File: src/rtl/ssd_pkg.sv
// Shared definitions for the seven-segment sequence-entry game block.
// Holds the one-cold symbol codes, their active-low glyphs, the error and
// blank glyphs, the FSM state encoding and the symbol-advance helper.
package ssd_pkg;

  typedef enum logic [1:0] {
    ST_IDLE  = 2'd0,
    ST_SHOW  = 2'd1,
    ST_ENTRY = 2'd2,
    ST_DONE  = 2'd3
  } state_t;

  // One-cold symbol codes, in entry advance order
  localparam logic [3:0] SYM_0 = 4'b1110;
  localparam logic [3:0] SYM_1 = 4'b1101;
  localparam logic [3:0] SYM_2 = 4'b1011;
  localparam logic [3:0] SYM_3 = 4'b0111;

  // Active-low segment patterns {g,f,e,d,c,b,a}
  localparam logic [6:0] GLYPH_0     = 7'b1111110;
  localparam logic [6:0] GLYPH_1     = 7'b1111001;
  localparam logic [6:0] GLYPH_2     = 7'b1110111;
  localparam logic [6:0] GLYPH_3     = 7'b1001111;
  localparam logic [6:0] GLYPH_ERR   = 7'b0100001;
  localparam logic [6:0] GLYPH_BLANK = 7'b1111111;

  localparam int unsigned SEC_W = 4;

  // Cycle a symbol to the next one in the entry ring; illegal codes restart the ring
  function automatic logic [3:0] next_symbol(input logic [3:0] sym);
    logic [3:0] nxt;
    case (sym)
      SYM_0:   nxt = SYM_1;
      SYM_1:   nxt = SYM_2;
      SYM_2:   nxt = SYM_3;
      SYM_3:   nxt = SYM_0;
      default: nxt = SYM_0;
    endcase
    return nxt;
  endfunction

endpackage

File: src/rtl/ssd_symbol_enc.sv
// Combinational one-cold symbol to active-low seven-segment glyph encoder.
// Ports:
//   code    in  4  one-cold symbol code
//   glyph_c out 7  active-low segments; error glyph for any non one-cold code
module ssd_symbol_enc
  import ssd_pkg::*;
(
  input  logic [3:0] code,
  output logic [6:0] glyph_c
);

  always_comb begin
    glyph_c = GLYPH_ERR;
    case (code)
      SYM_0:   glyph_c = GLYPH_0;
      SYM_1:   glyph_c = GLYPH_1;
      SYM_2:   glyph_c = GLYPH_2;
      SYM_3:   glyph_c = GLYPH_3;
      default: glyph_c = GLYPH_ERR;
    endcase
  end

endmodule

File: src/rtl/ssd_sequence_entry.sv
// Memory-game round on a seven-segment display: show a challenge sequence
// for SHOW_SECS seconds, then let the player enter a sequence digit by digit
// with move/prev/next buttons and submit it.
// Ports:
//   clk, reset           clock and synchronous active-high reset
//   sequence_in          challenge, 4 bits per digit, digit 0 rightmost
//   game_state           controller state; TRIGGER_STATE starts a round
//   one_sec              single-cycle pulse once per second
//   button_move/prev/next  debounced button levels
//   abort                level; cancels an active round
//   sevseg               active-low segments, 7 bits per digit
//   sequence_out         entered sequence, same layout as sequence_in
//   submit_valid         one-cycle pulse when sequence_out is complete
//   cursor               index of the digit under edit
module ssd_sequence_entry
  import ssd_pkg::*;
#(
  parameter int unsigned NUM_DIGITS    = 4,
  parameter int unsigned SHOW_SECS     = 3,
  parameter logic [7:0]  TRIGGER_STATE = 8'h10
) (
  input  logic                    clk,
  input  logic                    reset,
  input  logic [4*NUM_DIGITS-1:0] sequence_in,
  input  logic [7:0]              game_state,
  input  logic                    one_sec,
  input  logic                    button_move,
  input  logic                    button_prev,
  input  logic                    button_next,
  input  logic                    abort,
  output logic [7*NUM_DIGITS-1:0] sevseg,
  output logic [4*NUM_DIGITS-1:0] sequence_out,
  output logic                    submit_valid,
  output logic [2:0]              cursor
);

  localparam int unsigned SEQ_W = 4 * NUM_DIGITS;
  localparam int unsigned SEG_W = 7 * NUM_DIGITS;
  localparam logic [2:0]       CUR_MAX   = 3'(NUM_DIGITS - 1);
  localparam logic [SEC_W-1:0] SEC_LAST  = SEC_W'(SHOW_SECS - 1);
  localparam logic [SEG_W-1:0] ALL_BLANK = {NUM_DIGITS{GLYPH_BLANK}};
  localparam logic [SEG_W-1:0] ALL_SYM0  = {NUM_DIGITS{GLYPH_0}};
  localparam logic [SEQ_W-1:0] SEQ_SYM0  = {NUM_DIGITS{SYM_0}};

  state_t           state;
  logic [SEC_W-1:0] sec_cnt;
  logic             blink;
  logic             move_q, prev_q, next_q;

  logic             move_e, prev_e, next_e;
  logic [SEQ_W-1:0] seq_nxt;
  logic [2:0]       cur_nxt;
  logic             blink_nxt;
  logic             go_done;
  logic [SEQ_W-1:0] enc_in;
  logic [SEG_W-1:0] glyph_flat;
  logic [SEG_W-1:0] entry_disp;

  // Entry-mode next values: one button action per cycle, next > prev > move
  always_comb begin
    move_e    = button_move & ~move_q;
    prev_e    = button_prev & ~prev_q;
    next_e    = button_next & ~next_q;
    seq_nxt   = sequence_out;
    cur_nxt   = cursor;
    blink_nxt = blink ^ one_sec;
    go_done   = 1'b0;
    if (next_e) begin
      if (cursor == 3'd0) go_done = 1'b1;
      else                cur_nxt = cursor - 3'd1;
    end else if (prev_e) begin
      if (cursor != CUR_MAX) cur_nxt = cursor + 3'd1;
    end else if (move_e) begin
      for (int i = 0; i < NUM_DIGITS; i++) begin
        if (3'(i) == cursor) seq_nxt[4*i +: 4] = next_symbol(sequence_out[4*i +: 4]);
      end
    end
  end

  // Shared encoders: challenge during SHOW, the entry sequence otherwise
  always_comb begin
    enc_in = (state == ST_SHOW) ? sequence_in : seq_nxt;
  end

  for (genvar g = 0; g < NUM_DIGITS; g++) begin : g_enc
    ssd_symbol_enc u_enc (
      .code    (enc_in[4*g +: 4]),
      .glyph_c (glyph_flat[7*g +: 7])
    );
  end

  // Entry display with the cursor digit blanked while the blink flag is set
  always_comb begin
    entry_disp = glyph_flat;
    for (int i = 0; i < NUM_DIGITS; i++) begin
      if (blink_nxt && (3'(i) == cur_nxt)) entry_disp[7*i +: 7] = GLYPH_BLANK;
    end
  end

  // Round FSM with registered outputs
  always_ff @(posedge clk) begin
    if (reset) begin
      state        <= ST_IDLE;
      sevseg       <= ALL_BLANK;
      sequence_out <= '1;
      submit_valid <= 1'b0;
      cursor       <= 3'd0;
      sec_cnt      <= '0;
      blink        <= 1'b0;
      move_q       <= 1'b0;
      prev_q       <= 1'b0;
      next_q       <= 1'b0;
    end else begin
      move_q       <= button_move;
      prev_q       <= button_prev;
      next_q       <= button_next;
      submit_valid <= 1'b0;
      case (state)
        ST_IDLE: begin
          sevseg  <= ALL_BLANK;
          sec_cnt <= '0;
          if (game_state == TRIGGER_STATE) state <= ST_SHOW;
        end
        ST_SHOW: begin
          if (abort) begin
            state  <= ST_IDLE;
            sevseg <= ALL_BLANK;
          end else begin
            sevseg <= glyph_flat;
            if (one_sec) begin
              if (sec_cnt == SEC_LAST) begin
                // The final pulse is consumed here and does not toggle blink
                state        <= ST_ENTRY;
                sevseg       <= ALL_SYM0;
                sequence_out <= SEQ_SYM0;
                cursor       <= CUR_MAX;
                blink        <= 1'b0;
                sec_cnt      <= '0;
              end else begin
                sec_cnt <= sec_cnt + SEC_W'(1);
              end
            end
          end
        end
        ST_ENTRY: begin
          if (abort) begin
            state  <= ST_IDLE;
            sevseg <= ALL_BLANK;
          end else begin
            sequence_out <= seq_nxt;
            cursor       <= cur_nxt;
            blink        <= blink_nxt;
            sevseg       <= entry_disp;
            if (go_done) begin
              state        <= ST_DONE;
              submit_valid <= 1'b1;
            end
          end
        end
        ST_DONE: begin
          state <= ST_IDLE;
        end
        default: begin
          state <= ST_IDLE;
        end
      endcase
    end
  end

endmodule
File: config.mk
export PLATFORM = sky130hd
export DESIGN_NAME = ssd_sequence_entry
export DESIGN_NICKNAME = d
export VERILOG_FILES = /design/src/rtl/ssd_pkg.sv /design/src/rtl/ssd_symbol_enc.sv /design/src/rtl/ssd_sequence_entry.sv
export SDC_FILE = /design/constraint.sdc
export NUM_CORES = 1
export LEC_CHECK = 0
export CORE_MARGIN = 2
export CORE_UTILIZATION = 56
export DETAILED_ROUTE_END_ITERATION = 7
export GPL_ROUTABILITY_DRIVEN = 0
export PLACE_DENSITY = 0.87
export SLEW_MARGIN = 30
export SYNTH_ARGS = -nofsm -noshare
export SYNTH_HDL_FRONTEND = slang
export SYNTH_SLANG_ARGS = --single-unit
File: constraint.sdc
create_clock -name clk -period 3.98 [get_ports clk]
set_input_delay 0.398 -clock clk [delete_from_list [all_inputs] [get_ports clk]]
set_output_delay 0.398 -clock clk [all_outputs]
set_load 0.1 [all_outputs]
After elaboration in Yosys (flattened, before gate mapping)
Cells that the tools add are included.
{"block": "totals", "reg_bits": 58, "latchBits": 0, "ramBits": 0, "rom_bits": 0, "out_inout_bits": 48, "n_memories": 0}
{"block": "op_classes", "addsub": 3, "n_mul": 0, "div": 0, "order_cmp": 0, "n_eq_ne": 48, "n_shift": 0, "mux": 58, "bitwise": 8, "reduce_logical": 14}
{"operator": "$mux 16", "count": 8}
{"operator": "$mux 28", "count": 4}
{"operator": "$pmux 7 s4", "count": 4}
{"operator": "$eq 4x4->1 const B", "count": 24}
{"operator": "$pmux 28 s3", "count": 1}
{"operator": "$pmux 4 s3", "count": 4}
{"operator": "$pmux 16 s2", "count": 1}
{"operator": "$mux 4", "count": 7}
{"operator": "$mux 7", "count": 4}
{"operator": "$mux 3", "count": 8}
{"operator": "$eq 4x3->1 const B", "count": 4}
{"operator": "$eq 2x3->1 const A", "count": 4}
{"operator": "$mux 2", "count": 6}
{"operator": "$eq 8x5->1 const B", "count": 1}
{"operator": "$ne 2x2->1 const B", "count": 4}
{"operator": "$pmux 2 s4", "count": 1}
{"operator": "$pmux 4 s2", "count": 1}
{"operator": "$mux 1", "count": 7}
{"operator": "$eq 1x3->1 const A", "count": 2}
{"operator": "$logic_not 3->1", "count": 2}
{"operator": "$ne 3x2->1 const B", "count": 2}
{"operator": "$ne 3x3->1 const B", "count": 2}
{"operator": "$pmux 3 s2", "count": 1}
{"operator": "$reduce_and 5->1", "count": 1}
{"operator": "18 further kinds", "count": 28}

Depth between registers and ports, before layout
Gate-level depths: netlist of the first run.
{"block": "logic_depth", "ltp_word": 13, "ltp_mapped": 11, "ltp_nobuf": 9}

By module
Synthesis of the first run repeated with hierarchy kept, for this count alone.
{"block": "hier_totals", "cells_unflattened": 566, "hier_area_um2": 4398.0}
{"module": "ssd_sequence_entry", "n_inst": 1, "cells_each": 478, "area_per_inst_um2": 3802.4}
{"module": "ssd_symbol_enc", "n_inst": 4, "cells_each": 22, "area_per_inst_um2": 148.9}

Least setup slack after synthesis of the first run
Ideal clock, no wire load.
{"block": "synth_timing", "kind": "reg-to-reg", "startpoint": "reg cursor[1]", "endpoint": "reg sevseg[13]", "setup_ps": 80, "arrival_ps": 2892, "required_time_ps": 3900, "slack_ps": 1008, "path_stages_with_launch": 10, "path_cell_list": "dfxtp_1 -> inv_1 -> ha_1 -> and4bb_1 -> a311oi_1 -> a211oi_4 -> xnor2_1 -> a2111oi_2 -> nor3_2 -> o211ai_1"}
{"block": "synth_via", "elab_chain_cells": 12, "elab_cells_between_ends": 27, "cone_classes": "add/sub (2); eq/ne (7); mux (16); reduce/logical (2)"}
{"item": "start: declaration", "line_no": "ssd_sequence_entry.sv:34", "text": "output logic [2:0] cursor"}
{"item": "start signal: assignment", "line_no": "ssd_sequence_entry.sv:151", "text": "cursor <= cur_nxt;"}
{"item": "$eq 1x3->1", "line_no": "ssd_sequence_entry.sv:75", "text": "if (3'(i) == cursor) seq_nxt[4*i +: 4] = next_symbol(sequence_out[4*i +: 4]);"}
{"item": "$mux 4", "line_no": "ssd_sequence_entry.sv:75"}
{"item": "$mux 16", "line_no": "ssd_sequence_entry.sv:73", "text": "end else if (move_e) begin"}
{"item": "$mux 16", "line_no": "ssd_sequence_entry.sv:71", "text": "end else if (prev_e) begin"}
{"item": "$mux 16", "line_no": "ssd_sequence_entry.sv:68", "text": "if (next_e) begin"}
{"item": "$mux 16", "line_no": "ssd_sequence_entry.sv:82", "text": "enc_in = (state == ST_SHOW) ? sequence_in : seq_nxt;"}
{"item": "$eq 4x3->1 / $eq 4x4->1 (equally long branches)", "line_no": "ssd_symbol_enc.sv:14", "text": "case (code)"}
{"item": "$pmux 7 s4", "line_no": "ssd_symbol_enc.sv:14"}
{"item": "$mux 28", "line_no": "ssd_sequence_entry.sv:131", "text": "if (sec_cnt == SEC_LAST) begin"}
{"item": "$mux 28", "line_no": "ssd_sequence_entry.sv:130", "text": "if (one_sec) begin"}
{"item": "$mux 28", "line_no": "ssd_sequence_entry.sv:125", "text": "if (abort) begin"}
{"item": "$pmux 28 s3 *", "line_no": "ssd_sequence_entry.sv:118", "text": "case (state)"}
{"item": "end signal: assignment", "line_no": "ssd_sequence_entry.sv:129", "text": "sevseg <= glyph_flat;"}
{"item": "end signal: assignment", "line_no": "ssd_sequence_entry.sv:153", "text": "sevseg <= entry_disp;"}
{"item": "end: declaration", "line_no": "ssd_sequence_entry.sv:31", "text": "output logic [7*NUM_DIGITS-1:0] sevseg,"}
Mark *: on every way between the ends. The rest lies on a longest branch, timed or not.
A chain may end at the register's enable or synchronous reset.

Worst setup path in the final report of the first run
{"block": "layout_timing", "startpoint": "reg state[0]", "endpoint": "reg sequence_out[6]"}
{"block": "layout_via", "elab_chain_cells": 3, "elab_cells_between_ends": 9, "cone_classes": "eq/ne (6); mux (1); reduce/logical (2)"}
{"item": "start: declaration", "line_no": "ssd_sequence_entry.sv:45", "text": "state_t state;"}
{"item": "start signal: assignment", "line_no": "ssd_sequence_entry.sv:103", "text": "state <= ST_IDLE;"}
{"item": "start signal: assignment", "line_no": "ssd_sequence_entry.sv:122", "text": "if (game_state == TRIGGER_STATE) state <= ST_SHOW;"}
{"item": "start signal: assignment", "line_no": "ssd_sequence_entry.sv:126", "text": "state <= ST_IDLE;"}
{"item": "$eq 2x1->1 / $eq 2x2->1 (equally long branches)", "line_no": "ssd_sequence_entry.sv:118"}
{"item": "$ne 2x1->1 (no line) (tied with other cells)"}
{"item": "$reduce_and 5->1 (no line)"}
{"item": "end signal: assignment", "line_no": "ssd_sequence_entry.sv:150", "text": "sequence_out <= seq_nxt;"}
{"item": "end: declaration", "line_no": "ssd_sequence_entry.sv:32", "text": "output logic [4*NUM_DIGITS-1:0] sequence_out,"}
Parallel ways exist; a longest one is shown, timed or not.

==> summary.txt, run 1 <==
Outcome
  • Status: completed

Yosys
  • Async S/R FF share, synth: 0%
  • Area fraction of the dominant cell type after synthesis: 29.1%
  • Synthesized cell area: approximately 3700 um2
  • Synth area leaders: dfxtp_1 (29%), ha_1 (4.0%), nand2_1 (3.8%), a21oi_1 (3.2%), nor2b_1 (2.5%)
  • Mapped Avg Cell Area: about 8.3 um2
  • YS warnings: 0
  • EDFF count, synth: 0
  • Synth Register Bits: 54
  • Area leader, netlist: dfxtp_1
  • Synthesized instance count: around 450
  • Sequential fraction of the synthesis area: between 20% and 30%
  • Top FF cell, synth: dfxtp_1
  • Distinct cells, synth: 68
  • Synth cell count leaders: dfxtp_1 (54), nand2_1 (38), a21oi_1 (24), inv_1 (23), nor2_1 (23)
  • Post-Syn Nets: around 490
  • Most frequent cell after synthesis: dfxtp_1

Setup path
  • Crit path DAT: around 3.0 ns
  • R2r setup slk: about 1.2 ns
  • Data required, critical path: about 4.2 ns
  • Reg2reg start: state[0]$_SDFFE_PP0P_
  • CP Max Fanout: 17
  • Worst R2R Path Depth: 8
  • Critical Path Source Type: flip-flop
  • Critical path class: reg2reg
  • R2r endpoint: sequence_out[6]$_SDFFE_PP1P_
  • Critical path capture point type: flip-flop

Hold path
  • Hold Crit Class: reg2reg
  • Worst hold stages: 2
  • Worst Hold End: sevseg[11]$_SDFFE_PP1P_
  • Min-delay src: sevseg[11]$_SDFFE_PP1P_

Floorplan
  • Die ar.: between 7000 and 8000 um2
  • I/O Pins: a little under 80
  • Row count: 29
  • Die Span Y: ~86 um
  • Die width: around 86 um
  • Starting Density: slightly below 60%
  • Total core area: ~6400 um2

Timing
  • Slew Limit Fails: 0
  • RSZ-0062 raised after global routing: false
  • Fmax: about 360 MHz
  • Final Hold Fails: 0
  • Slew at the pin closest to its max-slew limit: 0.984 ns
  • Min cycle time layout: ~2.8 ns
  • Rel. slew slack: 34.2%
  • TNS Setup: 0 ns
  • Setup violations, final: 0
  • Tcrit/Tclk final: 70.5%
  • Clock skew: between 0.008 and 0.009 ns
  • Hold slack: 0.459 ns

Clock tree
  • H-tree lvl count: 2
  • Maximum buffer depth of the clock tree: 2
  • CTS resizes: 0
  • Setup Buffers After CTS: 0
  • Clock buffer count from CTS: 5
  • Later-pin clock latency in the skew report: ~0.32 ns
  • CTS tree: built
  • CTS sink cnt: 54
  • Clock Pin Slew Worst Setup and Hold Paths: approximately 0.10 ns
  • Root Driver: clkbuf_8
  • Hold-fix buffers at CTS: 0

Drt
  • Routed WL per cell: 17.8 um
  • Via/cell ratio: roughly 6.5
  • Via count: ~3800
  • DR iter-0 viols: around 340
  • Post-Route WL: roughly 10000 um
  • DRC viols: 0
  • Drt pass-1 iters: 5
  • Post-route ant nets: 0

Cells and area
  • Share of layout cells above drive strength 1: 8.40%
  • Final core occ: a little under three quarters
  • Number of fill cells: ~500
  • Final std cells w/o fill: 589
  • # nets final: 554
  • Syn-to-layout area delta: 23.5%
  • Ant diodes: 0

GRT
  • Vias in the first global route: 3693
  • Grt total ovfl: 0
  • GRT Total Usage: between 20 and 30%
  • Initial antenna violation count: 0
  • Largest net degree at the start of global routing: 28
  • First-pass GRT wire length: around 18000 um

Place
  • Placed Cells: just under 600
  • DP HPWL: 7800 um
  • I/O Buffers: between 70 and 80

Pwr
  • VDD IR-drop max: ~240 uV
  • Total power: approximately 1400 uW
  • Power per Cell Area: around 310 nW/um2
  • Pleak: ~0.0017 uW

Flow run
  • Max-cap violations: 0
==> cells by family after synthesis <==
family          Yosys count  synth area share [%]
simple gates            185                  30.2
compound gates          129                  26.5
flops                    54                  29.1
buf+inv                  52                  6.19
xor+xnor                 15                  3.53
fa+ha+maj                12                  4.03
mux                       2                 0.538
==> placed cells by master, fill, tap and decap left out, types with 7 or more instances in the layout <==
| cell | instances |
|---|---|
| xnor2_1 | 7 |
| o211ai_1 | 10 |
| o31ai_1 | 7 |
| ha_1 | 12 |
| xor2_1 | 8 |
| nand3_1 | 15 |
| nand2b_1 | 13 |
| a311oi_1 | 7 |
| nand2_1 | 38 |
| o21ai_0 | 12 |
| o21ai_1 | 7 |
| nor2_1 | 23 |
| o22ai_1 | 11 |
| inv_1 | 23 |
| a31oi_1 | 9 |
| a21oi_1 | 24 |
| nor2b_1 | 15 |
| dfxtp_1 | 54 |
| nor3_1 | 13 |
| clkdlybuf4s50_1 | 78 |
| nand3b_1 | 11 |
==> cell type report <==
class | instances | area [um2] | share of cell area (%)
multi-input cells | 343 | 2410 | 52.5
repair buffers | 84 | 826 | 18.0
well taps | 77 | 96.3 | 2.10
flip-flops and latches | 54 | 1080 | 23.5
inverters | 23 | 86.3 | 1.88
clock buffers | 6 | 82.6 | 1.80
clock inverters | 2 | 12.5 | 0.272
==> worst max path at each step <==
| stage | to | cells after the start | slack [ns] | start |
|---|---|---|---|---|
| 3_3_place_gp | sevseg[20]$_SDFFE_PP1P_ | 8 | 1.06 | button_prev |
| 4_1_cts | sequence_out[6]$_SDFFE_PP1P_ | 8 | 1.23 | state[0]$_SDFFE_PP0P_ |
| 5_1_grt | sevseg[20]$_SDFFE_PP1P_ | 8 | 0.91 | button_prev |
| 3_5_place_dp | sevseg[20]$_SDFFE_PP1P_ | 8 | 0.92 | button_prev |
| 6_report | sequence_out[6]$_SDFFE_PP1P_ | 8 | 1.17 | state[0]$_SDFFE_PP0P_ |
| 2_1_floorplan | sevseg[13]$_SDFFE_PP1P_ | 9 | 1.01 | cursor[1]$_SDFFE_PP0P_ |
==> sequential cells by signal, summed over array words and instances, names as in the netlist <==
register and flops:
blink 1, submit_valid 1, state 2, sec_cnt 4, sequence_out 16, prev_q 1
cursor 3, next_q 1, sevseg 24, move_q 1
==> layer usage <==
layer  share of wire (%)  GRT usage, %  up-vias
met2                  46          48.2      183
met4                 2.3          9.67        0
li1                    -             -     1802
met3                 7.8          4.91       25
met1                  43          39.6     1815
met5                   0             0        -
==> worst max-delay path: stages, from the launching register on <==
cell and delay, ns:
dfxtp_1 0.35, inv_1 0.12, ha_1 0.64, nor2_1 0.21, nor3_1 0.35, and2_1 0.39
nand3_1 0.18, nor4b_1 0.32, o21ai_0 0.10
==> power breakdown <==
group / internal, uW / switching, uW / total, uW / leakage (uW)
sequential: 563 / 19.7 / 582 / 0.000440
clock: 140 / 190 / 330 / 0.0000472
combinational: 165 / 361 / 526 / 0.00118
total: 868 / 570 / 1440 / 0.00167
==> metrics by stage <==
| stage | worst slack (ns) | cell area, um2 |
|---|---|---|
| 4_1_cts | 1.23 | 4590 |
| 2_1_floorplan | 1.01 | 3720 |
| 6_report | 1.17 | 4590 |
| 3_5_place_dp | 0.920 | 4500 |
| 3_3_place_gp | 1.06 | 4500 |
| 5_1_grt | 0.913 | 4590 |
No activity file was read; power rests on OpenSTA's default activity.
==> inputs of run 2 (changes only) <==
CORE_UTILIZATION = 52   (was 56)
PLACE_DENSITY = 0.81   (was 0.87)
clock period = 2.6 ns   (was 3.98 ns; I/O delays follow)
==> summary.txt, run 2 (synthesis gave the netlist of run 1 again) <==
Setup path
  • Crit path DAT: 2.62 ns (was 2.99 ns)
  • Reg2reg start: state[1]$_SDFFE_PP0P_ (was state[0]$_SDFFE_PP0P_)
  • CP max-delay cell: or3_1 (was ha_1)
  • Critical Path Source Type: flip-flop (unchanged)
  • Critical path capture point type: flip-flop (unchanged)
  • Crit path max-delay family: simple AND/OR/NAND/NOR gates (unchanged)
  • Critical path depth: 8 (unchanged)
  • Launch point of the worst path: state[1]$_SDFFE_PP0P_ (was state[0]$_SDFFE_PP0P_)
  • Data required, critical path: 2.81 ns (was 4.16 ns)
  • Critical path buffers and inverters: 3 (was 1)
  • CP peak stage delay: 0.54 ns (was 0.64 ns)
  • Cell mode on critical path: inv_1
  • Critical path class: reg2reg (unchanged)
  • Crit-path cells: inv_1 > ha_4 > buf_4 > nor2_1 > or3_1 > a21oi_1 > inv_1 > a221o_1 (was inv_1 > ha_1 > nor2_1 > nor3_1 > and2_1 > nand3_1 > nor4b_1 > o21ai_0)
  • Worst R2R Path Depth: 8 (unchanged)
  • CP Max Fanout: 17 (unchanged)

Clock tree
  • CTS sink cnt: 54 (unchanged)
  • Later-pin clock latency in the skew report: 0.31 ns (was 0.32 ns)
  • Maximum buffer depth of the clock tree: 2 (unchanged)
  • Hold-fix buffers at CTS: 0 (unchanged)
  • H-tree lvl count: 2 (unchanged)
  • Clock Pin Slew Worst Setup and Hold Paths: 0.11 ns (was 0.10 ns)
  • CTS tree: built (unchanged)
  • Root Driver: clkbuf_8 (unchanged)
  • Clock buffer count from CTS: 5 (unchanged)

Pwr
  • Pleak: 0.00180 uW (was 0.00167 uW)
  • VDD IR-drop max: 275 uV (was 238 uV)
  • Total power: 2220 uW (was 1440 uW)
  • Power per Cell Area: 469 nW/um2 (was 313 nW/um2)

Floorplan
  • Die Span Y: 88.6 um (was 85.5 um)
  • Die ar.: 7850 um2 (was 7310 um2)
  • Row count: 30 (was 29)
  • Starting Density: 54.2% (was 58.3%)
  • Die width: 88.6 um (was 85.5 um)
  • I/O Pins: 79 (unchanged)
  • Total core area: 6870 um2 (was 6390 um2)

GRT
  • Initial antenna violation count: 0 (unchanged)
  • Largest net degree at the start of global routing: 26 (was 28)
  • Grt total ovfl: 0 (unchanged)
  • Vias in the first global route: 3441 (was 3693)
  • GRT Total Usage: 27.6% (was 29.4%)
  • First-pass GRT wire length: 17100 um (was 17600 um)

Flow run
  • Max-cap violations: 0 (unchanged)

Timing
  • Clock skew: 0.0124 ns (was 0.00807 ns)
  • TNS Setup: 0 ns (unchanged)
  • RSZ-0062 raised after global routing: false (unchanged)
  • Setup violations, final: 0 (unchanged)
  • Final WS setup: 0.186 ns (was 1.17 ns)
  • Slew Limit Fails: 0 (unchanged)
  • Hold slack: 0.463 ns (was 0.459 ns)
  • Rel. slew slack: 63.1% (was 34.2%)
  • Tcrit/Tclk final: 92.9% (was 70.5%)
  • Final Hold Fails: 0 (unchanged)
  • Min cycle time layout: 2.41 ns (was 2.81 ns)
  • Slew at the pin closest to its max-slew limit: 0.553 ns (was 0.984 ns)
  • Fmax: 414 MHz (was 356 MHz)

Cells and area
  • Share of layout cells above drive strength 1: 23.2% (was 8.40%)
  • Most frequent cells in the layout: buf_4 (75), dfxtp_1 (49), nand2_1 (38), clkdlybuf4s50_1 (30), a21oi_1 (24) (was clkdlybuf4s50_1 (78), dfxtp_1 (54), nand2_1 (38), a21oi_1 (24))
  • # nets final: 578 (was 554)
  • Register with the most flip-flops: sevseg (unchanged)
  • Most common cell after layout, fill and taps aside: buf_4 (was clkdlybuf4s50_1)
  • Largest regs: sevseg x24, sequence_out x16, sec_cnt x4 (unchanged)
  • Number of fill cells: 586 (was 496)
  • Register Area: 1090 um2 (was 1080 um2)
  • Max reg flops: 24 (unchanged)
  • Syn-to-layout area delta: 27.4% (was 23.5%)
  • Final core occ: 69.0% (was 71.9%)
  • Area of the multi-input gates: 2440 um2 (was 2410 um2)
  • Ant diodes: 0 (unchanged)

Hold path
  • Hold Crit Class: reg2reg (unchanged)
  • Worst hold stages: 2 (unchanged)
  • Min-delay src: sevseg[11]$_SDFFE_PP1P_ (unchanged)

Drt
  • Routed WL per cell: 17.3 um (was 17.8 um)
  • DR iter-0 viols: 291 (was 341)
  • Via/cell ratio: 6.22 (was 6.49)
  • Post-Route WL: 10900 um (was 10500 um)
  • Post-route ant nets: 0 (unchanged)
  • DRC viols: 0 (unchanged)
  • Drt pass-1 iters: 4 (was 5)
  • Via count: 3922 (was 3825)

Place
  • Post-place setup slack: -0.0490 ns (was 0.920 ns)
  • DP HPWL: 8320 um (was 7800 um)
  • I/O Buffers: 78 (unchanged)

Outcome
  • Status: completed (unchanged)
run 2: worst paths after layout:
check | endpoint | slack [ns]
setup / recovery | sequence_out[0]$_SDFFE_PP1P_ | 0.19
setup reg to reg | sequence_out[0]$_SDFFE_PP1P_ | 0.19
hold / removal | sevseg[11]$_SDFFE_PP1P_ | 0.46
hold reg to reg | sevseg[11]$_SDFFE_PP1P_ | 0.46
run 2: per-layer routing:
| layer | global-route usage, % | up-vias | routed length (um) | share of wire, % |
|---|---|---|---|---|
| met5 | 0 | - | 0 | 0 |
| met3 | 3.26 | 17 | 869 | 8.0 |
| met1 | 39.2 | 1846 | 4690 | 43 |
| met2 | 45.2 | 207 | 5190 | 48 |
| li1 | - | 1852 | - | - |
| met4 | 5.65 | 0 | 138 | 1.3 |
run 2: final cells by class:
type                            instances  area share [%]
Tap cell                               96            2.53
Multi-Input combinational cell        343            51.5
Clock inverter                          2           0.317
Timing Repair Buffer                  108            19.5
Inverter                               23            1.82
Sequential cell                        54            22.9
Clock buffer                            5            1.45
run 2: power breakdown:
part           switching, uW  internal (uW)
registers               32.7            862
clock network            287            185
logic                    565            290
total                    884           1340
run 2: tightest hold or removal path, delay by kind of cell (launching register included):
family,cells,cell delay (ns)
flops,1,0.33
simple gates,2,0.10
run 2: through the flow:
stage               instance area [um2]  std cells
floorplan                          3730        449
global placement                   4610        622
detailed placement                 4610        622
CTS                                4690        629
global route                       4740        631
finish                             4740        631
run 2: what timing repair did:
item / 4_1_cts / 5_1_grt
resized for setup: 0 / 7
setup endpoints to repair: 0 / 31
setup buffers: 0 / 2
==> inputs of run 3 (changes only) <==
ABC_CLOCK_PERIOD_IN_PS = 2600   (was not set)
==> results of run 3 <==
The final DEF is identical to that of run 2; final timing and power are the same.
